--- src/rtl/frame_buffer_scheduler.sv ---
// frame_buffer_scheduler
//   Triple-buffer scheduler for the DDR frame store shared by the camera-side
//   writer and the HDMI-side reader. Keeps the write, latest-complete and
//   display buffers pairwise distinct and drives the frame base addresses.
// Ports
//   clk_100Mhz      system clock, rising edge
//   rst_n           synchronous active-low reset
//   wr_frame_start  pulse: writer begins a frame
//   wr_frame_done   pulse: writer finished a frame
//   rd_vsync        pulse: display frame boundary
//   wr_base_addr    base address of the buffer being written
//   rd_base_addr    base address of the buffer being displayed
//   wr_buf_idx      buffer being written
//   rd_buf_idx      buffer being displayed
//   wr_busy         writer is mid-frame
//   latest_valid    an unconsumed complete frame exists
//   frames_dropped  saturating count of discarded frames
//   frames_repeated saturating count of vsyncs with no new frame
module frame_buffer_scheduler #(
    parameter logic [31:0] BASE_ADDR    = 32'h1000_0000,
    parameter logic [31:0] FRAME_STRIDE = 32'h0004_0000,
    parameter int unsigned CNT_W        = 16
) (
    input  logic             clk_100Mhz,
    input  logic             rst_n,
    input  logic             wr_frame_start,
    input  logic             wr_frame_done,
    input  logic             rd_vsync,
    output logic [31:0]      wr_base_addr,
    output logic [31:0]      rd_base_addr,
    output logic [1:0]       wr_buf_idx,
    output logic [1:0]       rd_buf_idx,
    output logic             wr_busy,
    output logic             latest_valid,
    output logic [CNT_W-1:0] frames_dropped,
    output logic [CNT_W-1:0] frames_repeated
);

    typedef enum logic [0:0] {WIdle, WActive} wr_state_e;

    wr_state_e        st_q, st_d;
    logic [1:0]       rd_idx_q, rd_idx_d;
    logic [1:0]       lt_idx_q, lt_idx_d;
    logic [1:0]       wr_idx_q, wr_idx_d;
    logic             lv_q, lv_d;
    logic [CNT_W-1:0] drop_q, drop_d;
    logic [CNT_W-1:0] rep_q, rep_d;
    logic [31:0]      wr_base_q, rd_base_q;
    logic             done_act;
    logic             drop_inc;

    function automatic logic [31:0] addr_of(input logic [1:0] idx);
        return BASE_ADDR + FRAME_STRIDE * {30'd0, idx};
    endfunction

    always_comb begin
        st_d     = st_q;
        rd_idx_d = rd_idx_q;
        lt_idx_d = lt_idx_q;
        wr_idx_d = wr_idx_q;
        lv_d     = lv_q;
        rep_d    = rep_q;
        drop_inc = 1'b0;
        drop_d   = drop_q;
        done_act = (st_q == WActive) && wr_frame_done;

        // Reader side
        if (rd_vsync) begin
            if (done_act) begin
                // Reader grabs the frame that just completed.
                rd_idx_d = wr_idx_q;
                lt_idx_d = rd_idx_q;
                wr_idx_d = lt_idx_q;
                lv_d     = 1'b0;
                drop_inc = lv_q;
                st_d     = WIdle;
            end else if (lv_q) begin
                rd_idx_d = lt_idx_q;
                lt_idx_d = rd_idx_q;
                lv_d     = 1'b0;
            end else if (rep_q != {CNT_W{1'b1}}) begin
                rep_d = rep_q + 1'b1;
            end
        end

        // Writer FSM
        unique case (st_q)
            WIdle: begin
                if (wr_frame_start) begin
                    // The free buffer is the one neither displayed nor latest.
                    wr_idx_d = 2'd3 - rd_idx_d - lt_idx_d;
                    st_d     = WActive;
                end
            end
            WActive: begin
                if (wr_frame_done) begin
                    if (!rd_vsync) begin
                        lt_idx_d = wr_idx_q;
                        // Old latest buffer is now free; keeps indices distinct.
                        wr_idx_d = lt_idx_q;
                        lv_d     = 1'b1;
                        drop_inc = lv_q;
                        st_d     = WIdle;
                    end
                end else if (wr_frame_start) begin
                    drop_inc = 1'b1;
                end
            end
            default: st_d = WIdle;
        endcase

        if (drop_inc && (drop_q != {CNT_W{1'b1}})) begin
            drop_d = drop_q + 1'b1;
        end
    end

    always_ff @(posedge clk_100Mhz) begin
        if (!rst_n) begin
            st_q      <= WIdle;
            rd_idx_q  <= 2'd0;
            lt_idx_q  <= 2'd1;
            wr_idx_q  <= 2'd2;
            lv_q      <= 1'b0;
            drop_q    <= '0;
            rep_q     <= '0;
            wr_base_q <= addr_of(2'd2);
            rd_base_q <= addr_of(2'd0);
        end else begin
            st_q      <= st_d;
            rd_idx_q  <= rd_idx_d;
            lt_idx_q  <= lt_idx_d;
            wr_idx_q  <= wr_idx_d;
            lv_q      <= lv_d;
            drop_q    <= drop_d;
            rep_q     <= rep_d;
            wr_base_q <= addr_of(wr_idx_d);
            rd_base_q <= addr_of(rd_idx_d);
        end
    end

    assign wr_base_addr    = wr_base_q;
    assign rd_base_addr    = rd_base_q;
    assign wr_buf_idx      = wr_idx_q;
    assign rd_buf_idx      = rd_idx_q;
    assign wr_busy         = (st_q == WActive);
    assign latest_valid    = lv_q;
    assign frames_dropped  = drop_q;
    assign frames_repeated = rep_q;

endmodule

--- config.mk ---
export PLATFORM = sky130hd
export DESIGN_NAME = frame_buffer_scheduler
export DESIGN_NICKNAME = d
export VERILOG_FILES = /design/src/rtl/frame_buffer_scheduler.sv
export SDC_FILE = /design/constraint.sdc
export NUM_CORES = 1
export LEC_CHECK = 0
export ABC_AREA = 1
export ABC_CLOCK_PERIOD_IN_PS = 2100
export CAP_MARGIN = 20
export CORE_MARGIN = 8
export CORE_UTILIZATION = 30
export CTS_BUF_LIST = sky130_fd_sc_hd__clkbuf_8
export CTS_CLUSTER_SIZE = 24
export DETAILED_ROUTE_END_ITERATION = 7
export SLEW_MARGIN = 20
export SYNTH_ARGS = -nofsm -noshare
export SYNTH_HDL_FRONTEND = slang
export SYNTH_SLANG_ARGS = --single-unit
--- constraint.sdc ---
create_clock -name clk_100Mhz -period 2.1 [get_ports clk_100Mhz]
set_input_delay 0.525 -clock clk_100Mhz [delete_from_list [all_inputs] [get_ports clk_100Mhz]]
set_output_delay 0.525 -clock clk_100Mhz [all_outputs]
set_load 0.02 [all_outputs]
* Yosys cells after proc, flatten, opt, wreduce, memory -nomap -nowiden
Index checks and enable logic that the tools add are counted.
** Word-level totals
- Register bits :: 104
- Output and inout port bits :: 102
** Cells by class
- Bitwise logic cells :: 3
- Equality and inequality tests :: 2
- $add $sub $neg :: 6
- Reductions and logical operators :: 3
- Multiplexer cells :: 31
** Operators by type and width (number)
- adder 29 x 20 -> 30 bit, first input constant :: 2
- adder 16 x 1 -> 16 bit, second input constant :: 2
- != test 16 bit, second input constant :: 2
- two-way mux 2 bit :: 14
- two-way mux 1 bit :: 15
- one-hot mux 2 bit (2 select lines) :: 1
- AND reduction 4 bit :: 1
- NOT 1 bit :: 3
- logical AND 1 bit :: 2
- one-hot mux 1 bit (2 select lines) :: 1
- subtractor 2 bit :: 1
- subtractor 2 bit, first input constant :: 1

* Longest topological paths before layout
- Depth after elaboration :: 8
- Mapped depth :: 13
- Gate-level depth less buffers :: 13

* Worst setup path before layout
Ideal clock, no wire load.
- Kind :: register -> register
- Start point :: reg st_q, in the netlist wr_busy
- End point :: reg wr_base_q[18], in the netlist wr_base_addr[18]
- Cell stages (with the launch flop) :: 9
- Data required time :: 2030 ps
- Path slack :: 272 ps
- Arrival time :: 1757 ps
- Path through :: dfxtp_1 nand2_1 nand2_1 nand2_1 o21ai_0 ha_1 o31ai_1 inv_1 a21oi_1
** Between the ends
- Longest elaborated chain between the ends :: 8
- Elaborated cells between the ends (all ways) :: 15
- Classes of those cells :: add/sub: 3; mux: 10; bitwise: 1; reduce/logical: 1
** Ends and longest elaborated chain
- from (decl) :: line 41 : wr_state_e st_q, st_d;
- from (signal assigned) :: line 119 : st_q <= WIdle;
- from (signal assigned) :: line 129 : st_q <= st_d;
- logical AND 1 bit :: line 65 : done_act = (st_q == WActive) && wr_frame_done;
- two-way mux 2 bit :: line 69 : if (done_act) begin
- two-way mux 2 bit :: line 68 : if (rd_vsync) begin
- net rd_idx_d[0] :: line 42 : logic [1:0] rd_idx_q, rd_idx_d;
- subtractor 2 bit (2 in series) :: line 91 : wr_idx_d = 2'd3 - rd_idx_d - lt_idx_d;
- two-way mux 2 bit :: line 89 : if (wr_frame_start) begin
- one-hot mux 2 bit (2 select lines) :: line 87 : unique case (st_q)
- adder 29 x 20 -> 30 bit :: line 53 : return BASE_ADDR + FRAME_STRIDE * {30'd0, idx};
- to (signal assigned) :: line 126 : wr_base_q <= addr_of(2'd2);
- to (signal assigned) :: line 136 : wr_base_q <= addr_of(wr_idx_d);
- to (decl) :: line 48 : logic [31:0] wr_base_q, rd_base_q;
The timed path passes the listed nets, and every way through them passes these cells.
A chain may end at the register's enable or synchronous reset.

* Final worst setup path
- Start point :: in wr_frame_done
- End point :: reg wr_base_q[18], in the netlist wr_base_addr[18]
** Between the ends
- Longest elaborated chain between the ends :: 8
- Elaborated cells between the ends (all ways) :: 14
- Classes of those cells :: add/sub: 3; mux: 10; reduce/logical: 1
** Ends and longest elaborated chain
- from (decl) :: line 27 : input logic wr_frame_done,
- logical AND 1 bit :: line 65
- two-way mux 2 bit :: line 69
- two-way mux 2 bit :: line 68
- net rd_idx_d[0] :: line 42
- subtractor 2 bit (2 in series) :: line 91
- two-way mux 2 bit :: line 89
- one-hot mux 2 bit (2 select lines) :: line 87
- adder 29 x 20 -> 30 bit :: line 53
The timed path passes the listed nets, and every way through them passes these cells.

==> metrics.txt <==
status=finished clean; Vias=2,524; Yosys top cell by area=dfxtp_1; crit path kind=input pin to register; Skew-Pair Late Insertion Delay=0.29 ns; # nets final=481; Initial DRC Count=134; fmax=0.5059 GHz; Layout Cells excl Fill=603; largest net degree at the start of global routing=30; Unique masters post-synth=30; largest family of logic cells by synthesized area=simple AND/OR/NAND/NOR gates; element type at the critical path start=input pin; crit path from=wr_frame_done; ANT cells=0; async set or reset register ratio after synthesis=0%; Worst Setup Slack, final=0.1234 ns; area of the multi-input gates=0.001618 mm²; placed cell count=595; Static Leak=1.395 nW; reg2reg setup slack=0.31 ns; Post-route DRC=0; CP Max Fanout=4; Clock Tree Buf Depth=2; Hold Fails Final Rpt=0; input/output buffers=46; Compound-Gate Fraction of Synth Area=9.580%; dpl hpwl=5.467 mm; grt total ovfl=0; most frequent cell after synthesis=nand2_1; clock buffer count from CTS=5; die area=0.01291 mm²; std cell rows=35; global-route wire length before repair=11.57 mm; dpl ws=-0.2361 ns; Tot Pwr=1.745 mW; share of layout cells above drive strength 1=11.39%; Core Util, Final=36.76%; Worst Skew=0.009695 ns; min Tclk post-route=1.977 ns; Clk Tree Root Cell=clkbuf_8; mux cell area share after synthesis=0%; top_reg_cell synth=dfxtp_1; final hold slack=0.5136 ns; Slew Viols, Final=0; Routed WL=6.947 mm; adder-cell share of the synthesized area=1.312%; Syn Area/Cell=6.843 µm²; Die X=113.6 µm; hold_sp=frames_dropped[15]$_SDFFE_PN0P_; height of the die=113.6 µm; Tot GR Track Use=10.74%; H-tree Lvls=2; Critical Path End Type=register; reg2reg path depth=8; Fill cells=1,000; IO Count=107; XOR/XNOR Fraction of Synth Area=6.430%; Syn Inst Count=418; Routed WL per cell=11.52 µm; TritonRoute pass-1 iters=4; CTS tree=yes; Pwr Density=513.8 mW/mm²; sequential-to-total area share from yosys stat=28.00%; crit path capture=wr_base_addr[18]$_SDFF_PN0_; postcts setup bufs=0; Post-DP Area=0.003289 mm²; Maximum Capacitance Violations=0; storage element area=800.8 µm²; worst min path class=register to register; crit share post-route=94.13%; core footprint=0.009240 mm²; Synth Register Bits=40; vias in the first global route=2,411; RSZ-0062 raised after global routing=no; Syn. warnings=0; Final ANT Viol Nets=0; largest cells by area after synthesis=dfxtp_1 (28%), buf_4 (17%), nand2_1 (15%); Simple-Gate Fraction of Synth Area=31.36%; RR Startpoint=frames_repeated[0]$_SDFFE_PN0P_; clk slew on worst S/H paths=0.08 ns; Post-synth EDFFs=0; Arr. time, crit path=2.20 ns; Setup violations, final=0; layout overhead on the synthesized area=18.77%; setup_tns=0 ns; initial antenna violation count=0; Synth top area share=28.00%; RR Endpoint=frames_repeated[6]$_SDFFE_PN0P_; Routability Congestion=0.8164; CP required=2.32 ns; CTS Sinks=40; Initial Utilization=30.95%; most frequent cells after synthesis=nand2_1 (114), buf_4 (66), dfxtp_1 (40); vias per inst=4.186; VDD IR max=0.0003096 V; synthesized area=0.002860 mm²; design area=0.003397 mm²
==> worst min path at each step <==
stage / end / slack (ns) / cells after the start
floorplan: frames_dropped[15]$_SDFFE_PN0P_ / 0.56 / 2
global placement: frames_dropped[15]$_SDFFE_PN0P_ / 0.50 / 2
detailed placement: frames_repeated[15]$_SDFFE_PN0P_ / 0.50 / 2
CTS: frames_repeated[15]$_SDFFE_PN0P_ / 0.52 / 2
global route: frames_dropped[15]$_SDFFE_PN0P_ / 0.53 / 2
finish: frames_dropped[15]$_SDFFE_PN0P_ / 0.51 / 2
==> registers in the layout, indices dropped and copies added, names as in the netlist <==
signal,flops
frames_dropped,16
frames_repeated,16
latest_valid,1
lt_idx_q,2
rd_buf_idx,2
wr_base_addr,2
wr_busy,1
==> timing repair <==
| action | 4_1_cts | 5_1_grt |
|---|---|---|
| endpoints found under the setup margin | 0 | 2 |
| gates resized for setup | 0 | 1 |
| hold buffers | 0 | 0 |
==> power breakdown <==
| group | leakage [nW] | switching, mW | internal (mW) | total (mW) |
|---|---|---|---|---|
| clock network | 0.0593 | 0.277 | 0.348 | 0.625 |
| registers | 0.324 | 0.0210 | 0.775 | 0.796 |
| logic | 1.01 | 0.229 | 0.0949 | 0.324 |
| total | 1.40 | 0.527 | 1.22 | 1.75 |
==> layout by cell type, fill, tap and decap left out, types with 12 or more instances in the layout <==
cell             Yosys  final
nand2_1            114    114
conb_1               2     60
clkdlybuf4s50_1      0     46
xor2_1              12     12
buf_4               66     17
inv_1               24     25
nand3_1             26     26
a21oi_1             22     22
nor2_1              39     39
dfxtp_1             40     40
==> layer usage <==
metal / global-route usage [%] / up-vias / wire, µm
met2: 17.87 / 77 / 3188
met4: 2.931 / 0 / 56
met3: 4.173 / 5 / 739
met5: 0 / - / 0
li1: - / 1302 / -
met1: 12.52 / 1140 / 2963
==> cell families after synthesis <==
| kind of cell | count (synthesis) |
|---|---|
| AOI/OAI and AO/OA | 45 |
| xor gates and xnor gates | 21 |
| adders and majority gates | 3 |
| buffers and inverters | 101 |
| DFF | 40 |
| other | 2 |
| and+or+nand+nor | 206 |
==> final cells by class <==
class / count / share of cell area [%]
repair buffers: 64 / 17.90
clock inverters: 3 / 1.142
multi-input cells: 335 / 47.62
well taps: 129 / 4.751
inverters: 27 / 2.983
clock buffers: 5 / 2.026
flip-flops and latches: 40 / 23.57
==> critical path, cell delays in order <==
cell and delay, ns:
clkdlybuf4s50_1 0.48, nand2_1 0.10, nand2_1 0.10, nand2_1 0.10, o21ai_1 0.19, ha_1 0.25, o31ai_1 0.24, inv_1 0.06
a21oi_1 0.14
Note: power is estimated with default switching activity, not from simulation.
